==> src/rtl/alk_mdseq.sv <==
// alk_mdseq -- multiply/divide step sequencer for the DC615 ALK datapath.
//
// Accepts a one-cycle start request (op + data size) while idle, then drives
// the Q shift-direction controls and ALPCTL decode lines for 8/16/32 step
// cycles. Divides may add a remainder-restore fixup cycle when the partial
// remainder is negative after the final step. Completion is a one-cycle
// done_h pulse in the DONE state.
//
// Ports:
//   clk_h                datapath clock, rising edge
//   reset_l              synchronous active-low reset
//   start_h              begin operation (sampled only in IDLE)
//   op_h[1:0]            00 none, 01 MUL, 10 DIV, 11 DIVDBL
//   dsize_l[1:0]         active-low DSIZE: ~dsize_l = 00 byte, 01 word, 1x long
//   stall_l              low freezes state, counter and outputs
//   abort_h              cancel operation in STEP/FIXUP
//   rem_neg_h            partial remainder sign on the last divide step
//   dq_q_shl_h           Q shift left (DIV/DIVDBL step)
//   dq_q_shr_h           Q shift right (MUL step)
//   alpctl_mul_l         low during MUL steps
//   alpctl_div_h         high during DIV/DIVDBL steps
//   alpctl_divdbl_l      low during DIVDBL steps
//   alpctl_div_divdbl_l  low during DIV/DIVDBL steps and the fixup cycle
//   alpctl_rem_l         low during the fixup cycle
//   busy_h               high outside IDLE
//   last_h               high on the final step
//   done_h               one-cycle completion pulse
//   step_cnt_h[5:0]      remaining steps including the current one

module alk_mdseq (
    input  logic       clk_h,
    input  logic       reset_l,
    input  logic       start_h,
    input  logic [1:0] op_h,
    input  logic [1:0] dsize_l,
    input  logic       stall_l,
    input  logic       abort_h,
    input  logic       rem_neg_h,
    output logic       dq_q_shl_h,
    output logic       dq_q_shr_h,
    output logic       alpctl_mul_l,
    output logic       alpctl_div_h,
    output logic       alpctl_divdbl_l,
    output logic       alpctl_div_divdbl_l,
    output logic       alpctl_rem_l,
    output logic       busy_h,
    output logic       last_h,
    output logic       done_h,
    output logic [5:0] step_cnt_h
);

    typedef enum logic [1:0] {
        S_IDLE  = 2'b00,
        S_STEP  = 2'b01,
        S_FIXUP = 2'b10,
        S_DONE  = 2'b11
    } state_e;

    typedef enum logic [1:0] {
        OP_NONE   = 2'b00,
        OP_MUL    = 2'b01,
        OP_DIV    = 2'b10,
        OP_DIVDBL = 2'b11
    } op_e;

    state_e     state_q, state_d;
    op_e        op_q, op_d;
    logic [5:0] cnt_q, cnt_d;
    logic [1:0] dsize_h;
    logic [5:0] load_cnt;

    logic shl_q, shl_d;
    logic shr_q, shr_d;
    logic mul_l_q, mul_l_d;
    logic div_q, div_d;
    logic divdbl_l_q, divdbl_l_d;
    logic dd_l_q, dd_l_d;
    logic rem_l_q, rem_l_d;
    logic busy_q, busy_d;
    logic last_q, last_d;
    logic done_q, done_d;

    assign dsize_h = ~dsize_l;

    // DIVDBL always works on a quadword dividend / longword quotient.
    always_comb begin
        load_cnt = 6'd32;
        if (op_e'(op_h) != OP_DIVDBL) begin
            case (dsize_h)
                2'b00:   load_cnt = 6'd8;
                2'b01:   load_cnt = 6'd16;
                default: load_cnt = 6'd32;
            endcase
        end
    end

    // Next-state and counter.
    always_comb begin
        state_d = state_q;
        op_d    = op_q;
        cnt_d   = cnt_q;
        case (state_q)
            S_IDLE: begin
                if (start_h && (op_e'(op_h) != OP_NONE)) begin
                    op_d    = op_e'(op_h);
                    cnt_d   = load_cnt;
                    state_d = S_STEP;
                end
            end
            S_STEP: begin
                if (abort_h) begin
                    state_d = S_IDLE;
                    cnt_d   = '0;
                end else if (stall_l) begin
                    if (cnt_q == 6'd1) begin
                        cnt_d   = '0;
                        state_d = ((op_q != OP_MUL) && rem_neg_h) ? S_FIXUP : S_DONE;
                    end else begin
                        cnt_d = cnt_q - 6'd1;
                    end
                end
            end
            S_FIXUP: begin
                if (abort_h) begin
                    state_d = S_IDLE;
                    cnt_d   = '0;
                end else if (stall_l) begin
                    state_d = S_DONE;
                end
            end
            S_DONE: begin
                if (stall_l) begin
                    state_d = S_IDLE;
                end
            end
            default: begin
                state_d = S_IDLE;
                cnt_d   = '0;
            end
        endcase
    end

    // Outputs are decoded from the next state so they appear registered,
    // one cycle after the start edge, with no path from start_h.
    always_comb begin
        logic in_step;
        logic is_mul;
        logic is_div;
        in_step    = (state_d == S_STEP);
        is_mul     = (op_d == OP_MUL);
        is_div     = (op_d == OP_DIV) || (op_d == OP_DIVDBL);
        shr_d      = in_step && is_mul;
        shl_d      = in_step && is_div;
        mul_l_d    = !(in_step && is_mul);
        div_d      = in_step && is_div;
        divdbl_l_d = !(in_step && (op_d == OP_DIVDBL));
        dd_l_d     = !((in_step && is_div) || (state_d == S_FIXUP));
        rem_l_d    = !(state_d == S_FIXUP);
        busy_d     = (state_d != S_IDLE);
        last_d     = in_step && (cnt_d == 6'd1);
        // A stall in DONE stretches the state but done_h pulses only on entry.
        done_d     = (state_d == S_DONE) && (state_q != S_DONE);
    end

    always_ff @(posedge clk_h) begin
        if (!reset_l) begin
            state_q    <= S_IDLE;
            op_q       <= OP_NONE;
            cnt_q      <= '0;
            shl_q      <= 1'b0;
            shr_q      <= 1'b0;
            mul_l_q    <= 1'b1;
            div_q      <= 1'b0;
            divdbl_l_q <= 1'b1;
            dd_l_q     <= 1'b1;
            rem_l_q    <= 1'b1;
            busy_q     <= 1'b0;
            last_q     <= 1'b0;
            done_q     <= 1'b0;
        end else begin
            state_q    <= state_d;
            op_q       <= op_d;
            cnt_q      <= cnt_d;
            shl_q      <= shl_d;
            shr_q      <= shr_d;
            mul_l_q    <= mul_l_d;
            div_q      <= div_d;
            divdbl_l_q <= divdbl_l_d;
            dd_l_q     <= dd_l_d;
            rem_l_q    <= rem_l_d;
            busy_q     <= busy_d;
            last_q     <= last_d;
            done_q     <= done_d;
        end
    end

    assign dq_q_shl_h          = shl_q;
    assign dq_q_shr_h          = shr_q;
    assign alpctl_mul_l        = mul_l_q;
    assign alpctl_div_h        = div_q;
    assign alpctl_divdbl_l     = divdbl_l_q;
    assign alpctl_div_divdbl_l = dd_l_q;
    assign alpctl_rem_l        = rem_l_q;
    assign busy_h              = busy_q;
    assign last_h              = last_q;
    assign done_h              = done_q;
    assign step_cnt_h          = cnt_q;

endmodule

==> config.mk <==
export PLATFORM = sky130hd
export DESIGN_NAME = alk_mdseq
export DESIGN_NICKNAME = d
export VERILOG_FILES = /design/src/rtl/alk_mdseq.sv
export SDC_FILE = /design/constraint.sdc
export NUM_CORES = 1
export LEC_CHECK = 0
export BUFFER_PORTS_ARGS = -buffer_cell sky130_fd_sc_hd__clkbuf_2
export CORE_UTILIZATION = 50
export CTS_CLUSTER_SIZE = 28
export DETAILED_ROUTE_END_ITERATION = 8
export PLACE_DENSITY = 0.76
export REMOVE_ABC_BUFFERS = 1
export SYNTH_ARGS = -nofsm -noshare
export SYNTH_HDL_FRONTEND = slang
export SYNTH_SLANG_ARGS = --single-unit
export TNS_END_PERCENT = 30
==> constraint.sdc <==
create_clock -name clk_h -period 2.1 [get_ports clk_h]
set_input_delay 0.21 -clock clk_h [delete_from_list [all_inputs] [get_ports clk_h]]
set_output_delay 0.21 -clock clk_h [all_outputs]
set_load 0.05 [all_outputs]
Word level (Yosys, flattened, before mapping)
Cells that the tools add are included.
Operators by class
  bitwise logic cells: 1
  reductions and logical operators: 17
  $add $sub $neg: 1
  equality and inequality tests: 15
  muxes and demuxes: 19
Operator list (count)
  $mux 6: 6
  $mux 2: 9
  $pmux 6 s3: 1
  $eq 2x2->1 const B: 6
  $eq 6x1->1 const B: 2
  $pmux 6 s2: 1
  $eq 2x1->1 const B: 4
  $pmux 2 s4: 1
  $logic_and 1x1->1: 7
  $sub 6x1->6 const B: 1
  $logic_not 1->1: 4
  $logic_not 2->1: 2
  $ne 2x2->1 const B: 2
  $reduce_bool 2->1: 2
  $logic_or 1x1->1: 2
  $ne 2x1->1 const B: 1
  $not 2->2: 1
  $mux 1: 1
Word-level totals
  word-level logic and storage cells: 65
  flip-flop bits (word level): 19
  output and inout port bits: 16
  input port bits: 10

Logic depth before layout (Yosys ltp)
  word-level depth: 11
  mapped depth: 9
  gate-level depth less buffers: 9

Worst setup path after synthesis
OpenSTA, ideal clock, no wires.
  kind: register to register
  from: register cnt_q[0], in the netlist step_cnt_h[0]
  to: register dd_l_q, in the netlist alpctl_div_divdbl_l
  period minus slack after synthesis: 2.214 ns
  cell stages (with the launch flop): 9
  arrival time: 2.092 ns
  library setup time: 0.122 ns
  path slack: -0.114 ns
  required time: 1.978 ns
  path buffers: 0
  cells stage by stage: dfxtp_1 -> ha_1 -> or4b_4 -> or3_1 -> nand2_1 -> nand2_2 -> clkinv_2 -> nand2_2 -> a21boi_1
On the way
  cells in the longest elaborated chain, start to end: 9
  elaborated cells between the ends (all ways): 10
  classes of those cells: eq/ne: 3; mux: 4; reduce/logical: 3
RTL lines
  start, declared: line 68  | logic [5:0] cnt_q, cnt_d;
  start signal, assigned: line 183  | cnt_q <= cnt_d;
  $eq 6x1->1 *: line 115  | if (cnt_q == 6'd1) begin
  $mux 2 *: line 115
  $mux 2 *: line 114  | end else if (stall_l) begin
  $mux 2 *: line 111  | if (abort_h) begin
  $pmux 2 s4 *: line 102  | case (state_q)
  $eq 2x1->1: line 149  | in_step = (state_d == S_STEP);
  $logic_and 1x1->1: line 157  | dd_l_d = !((in_step && is_div) || (state_d == S_FIXUP));
  $logic_or 1x1->1 *: line 157
  $logic_not 1->1 *: line 157
  end signal, assigned: line 189  | dd_l_q <= dd_l_d;
  end, declared: line 77  | logic dd_l_q, dd_l_d;
Mark *: on every way between the ends. The rest lies on a longest branch, timed or not.
A chain may end at the register's enable or synchronous reset.

Final worst setup path
  from: register cnt_q[1], in the netlist step_cnt_h[1]
  to: register last_q, in the netlist last_h
On the way
  cells in the longest elaborated chain, start to end: 7
  elaborated cells between the ends (all ways): 15
  classes of those cells: add/sub: 1; eq/ne: 3; mux: 10; reduce/logical: 1
RTL lines
  $sub 6x1->6 / $eq 6x1->1 (equally long branches): line 119, 115
  $mux 6 / $mux 2 (equally long branches): line 115
  $mux 6 / $mux 2 (equally long branches): line 114
  $mux 6 / $mux 2 (equally long branches): line 111
  $pmux 6 s3 / $pmux 2 s4 (equally long branches): line 102
  $eq 6x1->1 / $eq 2x1->1 (equally long branches): line 160, 149
  $logic_and 1x1->1 *: line 160  | last_d = in_step && (cnt_d == 6'd1);
  end signal, assigned: line 192  | last_q <= last_d;
  end, declared: line 80  | logic last_q, last_d;
Marked as above.

==> results.json <==
{
  "outcome": "finished clean",
  "vdd_ir_drop_max_mv": 0.419,
  "antennaDiodeCount": 0,
  "cp.arrival_ps": 2180,
  "worstSetupStartpointType": "flip-flop",
  "drt_wl_total_um": 2230,
  "io_buffers": 25,
  "crit_path_max_fanout": 4,
  "ys.flop_type": "dfxtp_1",
  "ys_seq_area_share_pct": 38.5,
  "drt-initial-drc-count": 26,
  "cts_buffer_depth": 2,
  "setup_viol": 0,
  "fmax_mhz": 510,
  "pwr-share-clk_pct": 25.0,
  "clock-root-buffer": "clkbuf_4",
  "start_util_pct": 55.4,
  "fin_util_pct": 65.8,
  "reg2reg_from": "step_cnt_h[1]$_SDFF_PN0_",
  "fp.dieW_um": 46.4,
  "drive_gt1_share_pct": 29.7,
  "worst_slew_pin_slew_ps": 543,
  "ys_warn_count": 0,
  "seqCellArea_um2": 383,
  "cp.required_ps": 2320,
  "fillers": 167,
  "ys_ff_latch": 19,
  "min_path_type": "in2reg",
  "cp-end-kind": "flip-flop",
  "synth-edff-count": 0,
  "cts_setup_buffers": 0,
  "finalHoldViolCount": 0,
  "pre_cts_ws_ps": 125,
  "whs_ps": 228,
  "antenna_left": 0,
  "cts_tree": "yes",
  "drv_cap": 0,
  "seqPwrFrac_pct": 52.5,
  "cts_resized": 0,
  "p_sw_share_pct": 33.1,
  "numClockSinks": 19,
  "viasPerCell": 5.77,
  "rr_endpoint": "last_h$_SDFF_PN0_",
  "pwr-share-comb_pct": 22.5,
  "p_leak_uw": 0.000499,
  "wl_per_cell_um": 13.7,
  "worstSetupPathType": "reg2reg",
  "first_global_vias": 791,
  "cellPowerDensity_nw_per_um2": 641,
  "power_uw": 752,
  "cts_made_buffers": 3,
  "place_inst": 159,
  "r2r_slack_ps": 140,
  "relSlewSlack_pct": 63.7,
  "cts_max_level": 1,
  "skew_ps": 2.02,
  "clk_latency_ps": 300,
  "place_hpwl_um": 1660,
  "grt_max_degree": 12,
  "synth_cell_types": 44,
  "multi_input_area_um2": 579,
  "nNetsFinal": 151,
  "area_growth_syn_to_layout_pct": 18.9,
  "routabilityCongestion": 0.870,
  "grt_overflow_total": 0,
  "die_height_um": 46.4,
  "cp-endpoint": "last_h$_SDFF_PN0_",
  "grt_setup_unrepaired": "no",
  "vias": 941,
  "io_pins": 26,
  "async_flop_share_pct": 0,
  "drc_errors": 0,
  "fp.coreArea_um2": 1780,
  "clk_pin_slew_ps": 110,
  "finalCritPeriodShare_pct": 93.3,
  "syn_area_um2": 987,
  "finalCriticalPeriod_ps": 1960,
  "drt_first_pass_iters": 5,
  "die-area_um2": 2160,
  "ff2ff_path_depth": 7,
  "startpoint": "step_cnt_h[1]$_SDFF_PN0_",
  "synthesis.instances": 112,
  "grt_usage_pct": 23.5,
  "grt_first_pass_wirelength_um": 3480,
  "switchingPower_uw": 249,
  "slew_viol_final": 0,
  "rows": 15,
  "power.internal_uw": 503,
  "instances_no_fill": 163,
  "worst_slack_ps": 141,
  "antenna_found_initial": 0,
  "postSynthAreaPerCell_um2": 8.81,
  "cts_hold_buffers": 0
}
cells in the final DEF, fill, tap and decap left out, types with 2 or more instances in the layout:
cell type	instances
a2111oi_0	2
clkinv_2	2
a21oi_1	4
clkbuf_2	25
nand3_1	3
o21ai_0	6
o21ai_1	2
dfxtp_1	17
dfxtp_2	2
o211ai_1	3
clkbuf_4	3
nand2_1	14
nand2b_1	4
and3_1	2
nor3b_1	4
ha_1	2
nand2_2	2
nor2_1	5
a211oi_1	3
and2_1	3
inv_1	6
worst max-delay path, stage by stage (launching register included):
cell and delay, ps:
dfxtp_2 350, inv_1 80, ha_1 170, or4b_4 500, o211ai_1 240, o22a_1 180, nand3_1 90, nor4_2 270
stage by stage:
step	setup TNS [ps]	area, um2
2_1_floorplan	-240	971
3_3_place_gp	0	1130
3_5_place_dp	0	1130
4_1_cts	0	1150
5_1_grt	0	1170
6_report	0	1170
power by group through the flow:
stage	Clock, uW	Combinational, uW	Sequential (uW)
after floorplan	0	76.6	443
after global placement	0	164	402
after detailed placement	0	165	402
after CTS	193	167	394
after global routing	211	183	398
final	188	169	395
area by class of cell:
cell class,instances,area share [%]
inverter,7,2.35
clock inverter,1,0.426
sequential,19,32.6
timing repair buffer,25,10.7
tap,25,2.67
multi-input combinational,83,49.4
clock buffer,3,1.92
flip-flops by register name (all words and copies together), names as in the netlist:
signal               cells
state_q                  2
step_cnt_h               6
alpctl_div_h             1
alpctl_mul_l             1
busy_h                   1
last_h                   1
alpctl_rem_l             1
alpctl_div_divdbl_l      1
alpctl_divdbl_l          1
dq_q_shr_h               1
done_h                   1
op_q                     2
Yosys cell counts (2+ instances only):
cell	count	area, um2
a2111oi_0	2	17.5
a211oi_1	3	22.5
a21oi_1	4	20.0
and2_1	3	18.8
and3_1	2	12.5
dfxtp_1	19	380
ha_1	2	25.0
inv_1	6	22.5
nand2_1	14	52.6
nand2_2	2	12.5
nand2b_1	4	25.0
nand3_1	3	15.0
nor2_1	5	18.8
nor3b_1	4	30.0
nor4b_2	2	30.0
o211ai_1	3	22.5
o21ai_0	6	30.0
o21ai_1	2	10.0
cells by family (layout without fill, tap and decap cells):
group           Yosys count  in the layout  share of synthesized area, %
compound gates           31             31                          22.4
xor+xnor                  2              2                          1.77
fa+ha+maj                 2              2                          2.53
simple gates             47             47                          29.3
mux                       1              1                          1.01
buf+inv                  10             36                          4.43
flops                    19             19                          38.5
metal layers:
| metal | vias to the layer above | track usage, % | routed length, um |
|---|---|---|---|
| met1 | 452 | 31.5 | 1080 |
| li1 | 457 | - | - |
| met5 | - | 0 | 0 |
| met3 | 4 | 4.71 | 105 |
| met4 | 0 | 10.6 | 41 |
| met2 | 28 | 35.8 | 997 |
worst min path at each step:
| stage | startpoint | slack [ps] | cells past startpoint | to |
|---|---|---|---|---|
| 3_3_place_gp | op_q[1]$_SDFF_PN0_ | 460 | 2 | op_q[1]$_SDFF_PN0_ |
| 5_1_grt | reset_l | 220 | 2 | alpctl_div_divdbl_l$_SDFF_PN1_ |
| 2_1_floorplan | reset_l | 300 | 1 | alpctl_div_divdbl_l$_SDFF_PN1_ |
| 6_report | reset_l | 230 | 2 | alpctl_div_divdbl_l$_SDFF_PN1_ |
| 4_1_cts | reset_l | 230 | 2 | alpctl_div_divdbl_l$_SDFF_PN1_ |
| 3_5_place_dp | op_q[1]$_SDFF_PN0_ | 460 | 2 | op_q[1]$_SDFF_PN0_ |
No activity file was read; power rests on OpenSTA's default activity.
